`src/rtl/input_port_rx.sv`:
```
// Serial 8N1 receiver feeding a small byte FIFO for the CPU input port.
// Sticky overrun and framing-error flags are cleared by ERR_CLR.
module input_port_rx #(
  parameter int unsigned CLKS_PER_BIT = 16,
  parameter int unsigned FIFO_DEPTH   = 4
) (
  input  logic       clk,
  input  logic       rst_n,
  input  logic       RXD,
  input  logic       INP_CLR,
  input  logic       ERR_CLR,
  output logic [7:0] INPR,
  output logic       FGI,
  output logic       OVR,
  output logic       FERR
);

  localparam int unsigned TW = $clog2(CLKS_PER_BIT);
  localparam int unsigned AW = $clog2(FIFO_DEPTH);
  localparam logic [TW-1:0] HalfLoad = TW'(CLKS_PER_BIT / 2 - 1);
  localparam logic [TW-1:0] FullLoad = TW'(CLKS_PER_BIT - 1);

  typedef enum logic [1:0] {StIdle, StStart, StData, StStop} state_e;

  state_e        state_q, state_d;
  logic [TW-1:0] timer_q, timer_d;
  logic [2:0]    idx_q, idx_d;
  logic [7:0]    shreg_q, shreg_d;
  logic          rx_meta_q, rxs_q, rxs_prev_q;
  logic          push, ferr_set;

  logic [7:0]    mem [FIFO_DEPTH];
  logic [AW:0]   wr_q, rd_q;
  logic          empty, full, pop, push_ok, ovr_set;
  logic          ovr_q, ferr_q;

  // Synchronizer idles high so reset never looks like a start edge.
  always_ff @(posedge clk or negedge rst_n) begin
    if (!rst_n) begin
      rx_meta_q  <= 1'b1;
      rxs_q      <= 1'b1;
      rxs_prev_q <= 1'b1;
    end else begin
      rx_meta_q  <= RXD;
      rxs_q      <= rx_meta_q;
      rxs_prev_q <= rxs_q;
    end
  end

  always_ff @(posedge clk or negedge rst_n) begin
    if (!rst_n) begin
      state_q <= StIdle;
      timer_q <= '0;
      idx_q   <= '0;
      shreg_q <= '0;
    end else begin
      state_q <= state_d;
      timer_q <= timer_d;
      idx_q   <= idx_d;
      shreg_q <= shreg_d;
    end
  end

  // Only a genuine falling edge arms a frame, so a held-low break after a
  // framing error cannot restart reception until the line returns high.
  always_comb begin
    state_d  = state_q;
    timer_d  = timer_q;
    idx_d    = idx_q;
    shreg_d  = shreg_q;
    push     = 1'b0;
    ferr_set = 1'b0;
    unique case (state_q)
      StIdle: begin
        if (rxs_prev_q && !rxs_q) begin
          state_d = StStart;
          timer_d = HalfLoad;
        end
      end
      StStart: begin
        if (timer_q == '0) begin
          if (!rxs_q) begin
            state_d = StData;
            timer_d = FullLoad;
            idx_d   = 3'd0;
          end else begin
            state_d = StIdle;
          end
        end else begin
          timer_d = timer_q - 1'b1;
        end
      end
      StData: begin
        if (timer_q == '0) begin
          shreg_d = {rxs_q, shreg_q[7:1]};
          timer_d = FullLoad;
          if (idx_q == 3'd7) begin
            state_d = StStop;
          end else begin
            idx_d = idx_q + 3'd1;
          end
        end else begin
          timer_d = timer_q - 1'b1;
        end
      end
      StStop: begin
        if (timer_q == '0) begin
          state_d = StIdle;
          if (rxs_q) begin
            push = 1'b1;
          end else begin
            ferr_set = 1'b1;
          end
        end else begin
          timer_d = timer_q - 1'b1;
        end
      end
      default: state_d = StIdle;
    endcase
  end

  // Pointers carry one extra wrap bit to tell full from empty.
  assign empty   = (wr_q == rd_q);
  assign full    = (wr_q[AW] != rd_q[AW]) && (wr_q[AW-1:0] == rd_q[AW-1:0]);
  assign pop     = INP_CLR && !empty;
  assign push_ok = push && (!full || pop);
  assign ovr_set = push && full && !pop;

  always_ff @(posedge clk) begin
    if (push_ok) begin
      mem[wr_q[AW-1:0]] <= shreg_q;
    end
  end

  always_ff @(posedge clk or negedge rst_n) begin
    if (!rst_n) begin
      wr_q   <= '0;
      rd_q   <= '0;
      ovr_q  <= 1'b0;
      ferr_q <= 1'b0;
    end else begin
      if (push_ok) wr_q <= wr_q + 1'b1;
      if (pop)     rd_q <= rd_q + 1'b1;
      if (ovr_set)      ovr_q <= 1'b1;
      else if (ERR_CLR) ovr_q <= 1'b0;
      if (ferr_set)     ferr_q <= 1'b1;
      else if (ERR_CLR) ferr_q <= 1'b0;
    end
  end

  assign INPR = empty ? 8'h00 : mem[rd_q[AW-1:0]];
  assign FGI  = !empty;
  assign OVR  = ovr_q;
  assign FERR = ferr_q;

endmodule
```
`config.mk`:
```
export PLATFORM = sky130hd
export DESIGN_NAME = input_port_rx
export DESIGN_NICKNAME = d
export VERILOG_FILES = /design/src/rtl/input_port_rx.sv
export SDC_FILE = /design/constraint.sdc
export NUM_CORES = 1
export LEC_CHECK = 0
export CORE_MARGIN = 2
export CORE_UTILIZATION = 25
export DETAILED_ROUTE_END_ITERATION = 16
export SLEW_MARGIN = 0
export SYNTH_ARGS = -nofsm -noshare
export SYNTH_HDL_FRONTEND = slang
export SYNTH_SLANG_ARGS = --single-unit
```
`constraint.sdc`:
```
create_clock -name clk -period 1.95 [get_ports clk]
set_clock_uncertainty 0.05 [all_clocks]
set_input_delay 0.39 -clock clk [delete_from_list [all_inputs] [get_ports clk]]
set_output_delay 0.39 -clock clk [all_outputs]
set_load 0.01 [all_outputs]
```
After elaboration in Yosys (flattened, before gate mapping)
Memories as Yosys holds them, arrays and structs flattened.
Index checks and enable logic that the tools add are counted.
W data, S select, Z words.
- add/subtract/negate cells: 4
- eq/ne operators: 16
- multiplexer cells: 30
- reduce and logical (&&, ||, !) cells: 20
- operators with widths (operator ; count):
    $mux W4 ; 5
    $ne A2 B2 Y1 const B ; 8
    $pmux W4 S4 ; 1
    $mux W2 ; 6
    $mux W3 ; 4
    $mux W1 ; 11
    $reduce_and A5 Y1 ; 2
    $add A3 B1 Y3 const B ; 3
    $mux W8 ; 1
    $pmux W2 S4 ; 1
    $logic_and A1 B1 Y1 ; 6
    $pmux W3 S2 ; 1
    $reduce_bool A2 Y1 ; 3
    $eq A2 B2 Y1 const B ; 2
    $logic_not A1 Y1 ; 4
    $logic_not A4 Y1 ; 1
    $sub A4 B1 Y4 const B ; 1
    $eq A3 B3 Y1 ; 1
    $eq A3 B3 Y1 const B ; 1
    $ne A3 B3 Y1 const B ; 1
    $reduce_and A3 Y1 ; 1
    $eq A2 B1 Y1 const B ; 1
    $eq A2 B2 Y1 ; 1
    $logic_not A2 Y1 ; 1
    3 further kinds ; 3
- register bits: 28
- memory bits (writable): 32
- bits of input ports: 5
- output and inout port bits: 11
- logic and storage cells: 82
- memories: 1
- memories (name ; words ; bits a word ; rd ports ; clocked after Yosys merged registers in ; write ports ; line ; text):
    mem ; 4 ; 8 ; 1 ; 0 ; 1 ; 32 ; logic [7:0] mem [FIFO_DEPTH];

Depth between registers and ports, before layout
- depth after elaboration: 7
- mapped depth: 7
- gate-level depth less buffers: 6

Worst setup path before layout
OpenSTA, ideal clock, no wires.
- path type: register -> register
- from: register timer_q[0]
- to: memory mem[2][0], enable pin
- library setup time: 0.332 ns
- arrival: 1.626 ns
- required time: 1.568 ns
- slack: -0.057 ns
- cell stages (with the launch flop): 7
- buffers on the path: 0
- period minus slack after synthesis: 2.007 ns
- cells stage by stage: dfrtp_1 -> inv_1 -> ha_1 -> nor3b_2 -> nand3_2 -> nor2_4 -> and2_1
- longest elaborated chain between the ends: 6
- ends and longest elaborated chain (element ; line ; text):
    start, declared ; 26 ; logic [TW-1:0] timer_q, timer_d;
    start signal, assigned ; 58 ; timer_q <= timer_d;
    $logic_not A4 Y1 ; 107 ; if (timer_q == '0) begin
    $mux W1 ; 107 ;
    $mux W1 ; 73 ; unique case (state_q)
    $logic_and A1 B1 Y1 ; 126 ; assign push_ok = push && (!full || pop);
    $mux W1 ; 130 ; if (push_ok) begin
    $mux W1 (not written as such) ; 131 ; mem[wr_q[AW-1:0]] <= shreg_q;
    end, declared ; 32 ;
No other way between the ends.

Worst setup path after layout
- from: register rd_q[0]
- to: output port INPR[3]
- longest elaborated chain between the ends: 2
- elaborated cells between the ends (all ways): 3
- those cells by class: eq/ne: 1; mux: 1; memory: 1
- ends and longest elaborated chain (element ; line ; text):
    start, declared ; 33 ; logic [AW:0] wr_q, rd_q;
    start signal, assigned ; 143 ; if (pop) rd_q <= rd_q + 1'b1;
    $mem_v2 Z4 W8 / $eq A3 B3 Y1 (equally long branches) ; n/a ;
    $mux W8 * ; 151 ; assign INPR = empty ? 8'h00 : mem[rd_q[AW-1:0]];
    end, declared ; 12 ; output logic [7:0] INPR,
Every way passes the cells marked *; elsewhere a longest branch is shown, timed or not.

==> flow_summary.json <==
{
  "min_period_ns": 2.153,
  "vias": 1571,
  "status": "finished with violations",
  "dpl.hpwl_um": 3168,
  "grt_pass1_wl_um": 8045,
  "coreArea_um2": 10790,
  "avgSynthCellArea_um2": 14.91,
  "area_growth_pct": 29.56,
  "top_usage_layer": "met2",
  "reg2reg_slack_ns": 0.05,
  "critPathCaptureType": "output pin",
  "worstSetupStartpointType": "register",
  "hp-start": "rx_meta_q",
  "cp_max_fo": 5,
  "finalSetupViolCount": 9,
  "chipWidth_um": 108.7,
  "maxCapViolCount": 0,
  "hold_ws_ns": 0.3072,
  "nets": 249,
  "timing.rr.end": "rd_q[1]",
  "chipHeight_um": 108.7,
  "fp-row-count": 38,
  "ys_ff_latch": 60,
  "htree_levels": 3,
  "syn_nets": 203,
  "cts_tree": "done",
  "final_hold_viol_count": 0,
  "syn-cell-area_um2": 2743,
  "grt_pass1_vias": 1583,
  "max_freq_mhz": 464.5,
  "wl_um": 4780,
  "p_leak_nw": 1.373,
  "first_pass_iters": 4,
  "grtUsageMet1_pct": 10.93,
  "rr_worst_depth": 8,
  "portBuffers": 15,
  "cp-startpoint": "rd_q[0]",
  "n_fill_cell": 1058,
  "clock_path_buffers": 2,
  "clk_pin_slew_ns": 0.07,
  "crit_required_ns": 1.51,
  "drtIter0Drc": 55,
  "root_buffer": "clkbuf_8",
  "cp.arrival_ns": 1.71,
  "relSlewSlack_pct": 74.94,
  "pin_count": 16,
  "grt_usage_pct": 9.219,
  "antenna_found_initial": 0,
  "clkLatencyLatePin_ns": 0.33,
  "path_class": "register to output pin",
  "viasPerCell": 4.189,
  "place_ws_ns": -0.1543,
  "grt_start_max_net_pins": 29,
  "violations": "setup timing",
  "min_delay_path_depth": 0,
  "worstMarginPinSlew_ns": 0.3759,
  "finalCritPeriodShare_pct": 110.4,
  "drc_errors": 0,
  "drive_gt1_share_pct": 32.34,
  "ir_drop_mv": 0.4911,
  "final_core_utilization_pct": 32.92,
  "synthCells": 184,
  "grt_setup_unrepaired": "true",
  "tns_ns": -1.349,
  "detail-route-antenna-nets": 0,
  "antenna_cells": 0,
  "ys.warnings.count": 0,
  "met2_usage_pct": 15.09,
  "grtUsageMet3_pct": 2.690,
  "hold_end": "rxs_q",
  "start_util_pct": 25.41,
  "wire_per_inst_um": 12.75,
  "layout_setup_ws_ns": -0.2028,
  "die_area_um2": 11820,
  "clock-sinks": 60,
  "cts_made_buffers": 9,
  "r2r_start": "rd_q[0]",
  "place_congestion": 0.7742,
  "netlist-cell-type-count": 40,
  "overflow": 0,
  "ys_seq_area_share_pct": 60.72,
  "final_max_slew_viol_count": 0,
  "power_density_nw_per_um2": 1307,
  "hold_path.class": "register to register"
}
==> cell usage in the layout (no fill, tap or decap), types with 7 or more instances in the layout <==
| master | instances |
|---|---|
| edfxtp_1 | 32 |
| dfrtp_1 | 25 |
| buf_4 | 14 |
| ha_1 | 13 |
| and2_1 | 11 |
| inv_1 | 10 |
| mux2_1 | 10 |
| clkbuf_8 | 9 |
| mux4_2 | 8 |
| buf_6 | 8 |
| nand2b_1 | 7 |
==> stage by stage <==
step / cell area, um^2 / power (mW) / cells
2_1_floorplan: 2749 / 2.756 / 184
3_3_place_gp: 3268 / 3.408 / 354
3_5_place_dp: 3268 / 3.450 / 354
4_1_cts: 3510 / 4.637 / 374
5_1_grt: 3553 / 4.953 / 375
6_report: 3553 / 4.644 / 375
==> worst max-delay path by stage <==
| stage | endpoint | slack (ns) |
|---|---|---|
| after floorplan | mem[2][0] | 0.007 |
| after global placement | INPR[6] | -0.14 |
| after detailed placement | INPR[0] | -0.15 |
| after CTS | INPR[3] | -0.23 |
| after global routing | INPR[3] | -0.30 |
| final | INPR[3] | -0.20 |
==> cell families after synthesis <==
kind of cell,Yosys count,synth area share (%)
buffers and inverters,16,2.783
AOI/OAI and AO/OA,22,5.748
and+or+nand+nor,46,11.09
adders and majority gates,14,6.387
xor gates and xnor gates,7,2.235
DFF,60,60.72
muxes,19,11.04
==> final cells by class <==
| cell class | count | area, um^2 | share of cell area [%] |
|---|---|---|---|
| clock buffers | 9 | 123.9 | 3.486 |
| clock inverters | 7 | 76.32 | 2.148 |
| repair buffers | 41 | 414.1 | 11.65 |
| flip-flops and latches | 60 | 1665 | 46.87 |
| well taps | 140 | 175.2 | 4.930 |
| multi-input cells | 108 | 1061 | 29.86 |
| inverters | 10 | 37.54 | 1.056 |
==> repair_timing <==
action,in CTS,in global routing
cloned,1,0
setup endpoints to repair,23,26
pin swaps,8,2
hold buffers,0,0
hold endpoints to repair,0,0
setup buffers,4,1
gates resized for setup,46,6
==> routing by layer <==
metal / vias to the layer above / wire length [um]
met5: - / 0
met4: 0 / 90
met3: 6 / 159
met2: 23 / 2348
met1: 770 / 2181
li1: 772 / -
==> cell usage after synthesis (all sizes together) <==
cell type  count  area share (%)
nand2b         7             1.6
a21boi         1            0.27
xor2           1            0.32
and2          14             3.2
inv           10             1.4
a2bb2oi        2            0.87
a32o           1            0.36
nand2          2            0.27
mux2i          1            0.36
nor3           3            0.55
clkbuf         2            0.27
o21ai          5            0.91
mux2          10             4.1
buf            4             1.1
dfstp          3             2.9
ha            14             6.4
dfrtp         25              23
nand3          8             1.6
a22o           1            0.32
a221oi         1            0.55
nor4b          1            0.32
edfxtp        32              35
nand4          3            0.68
and4bb         1            0.46
a21oi          6             1.1
nor3b          2             1.1
nor2           3            0.68
o21a           2            0.55
mux4           8             6.6
xnor2          6             1.9
or3            1            0.23
o211ai         3            0.82
or3b           1            0.32
==> worst max-delay path, stage by stage, from the launching register on <==
cell and delay [ns]:
dfrtp_1 0.40, buf_6 0.15, buf_6 0.09, mux4_2 0.46, and2_1 0.14, buf_2 0.13
==> report_power, final <==
part,leakage (nW),internal (mW),switching [mW]
Combinational,0.650,1.06,0.856
Sequential,0.627,1.48,0.146
Clock,0.0958,0.595,0.507
Total,1.37,3.13,1.51
==> sequential cells by signal, summed over array words and instances (netlist names), named ones only <==
signal / cells
mem: 32
shreg_q: 8
timer_q: 4
idx_q: 3
rd_q: 3
wr_q: 3
FERR: 1
OVR: 1
rx_meta_q: 1
rxs_prev_q: 1
rxs_q: 1
state_q: 1
Note: power is estimated with default switching activity, not from simulation.
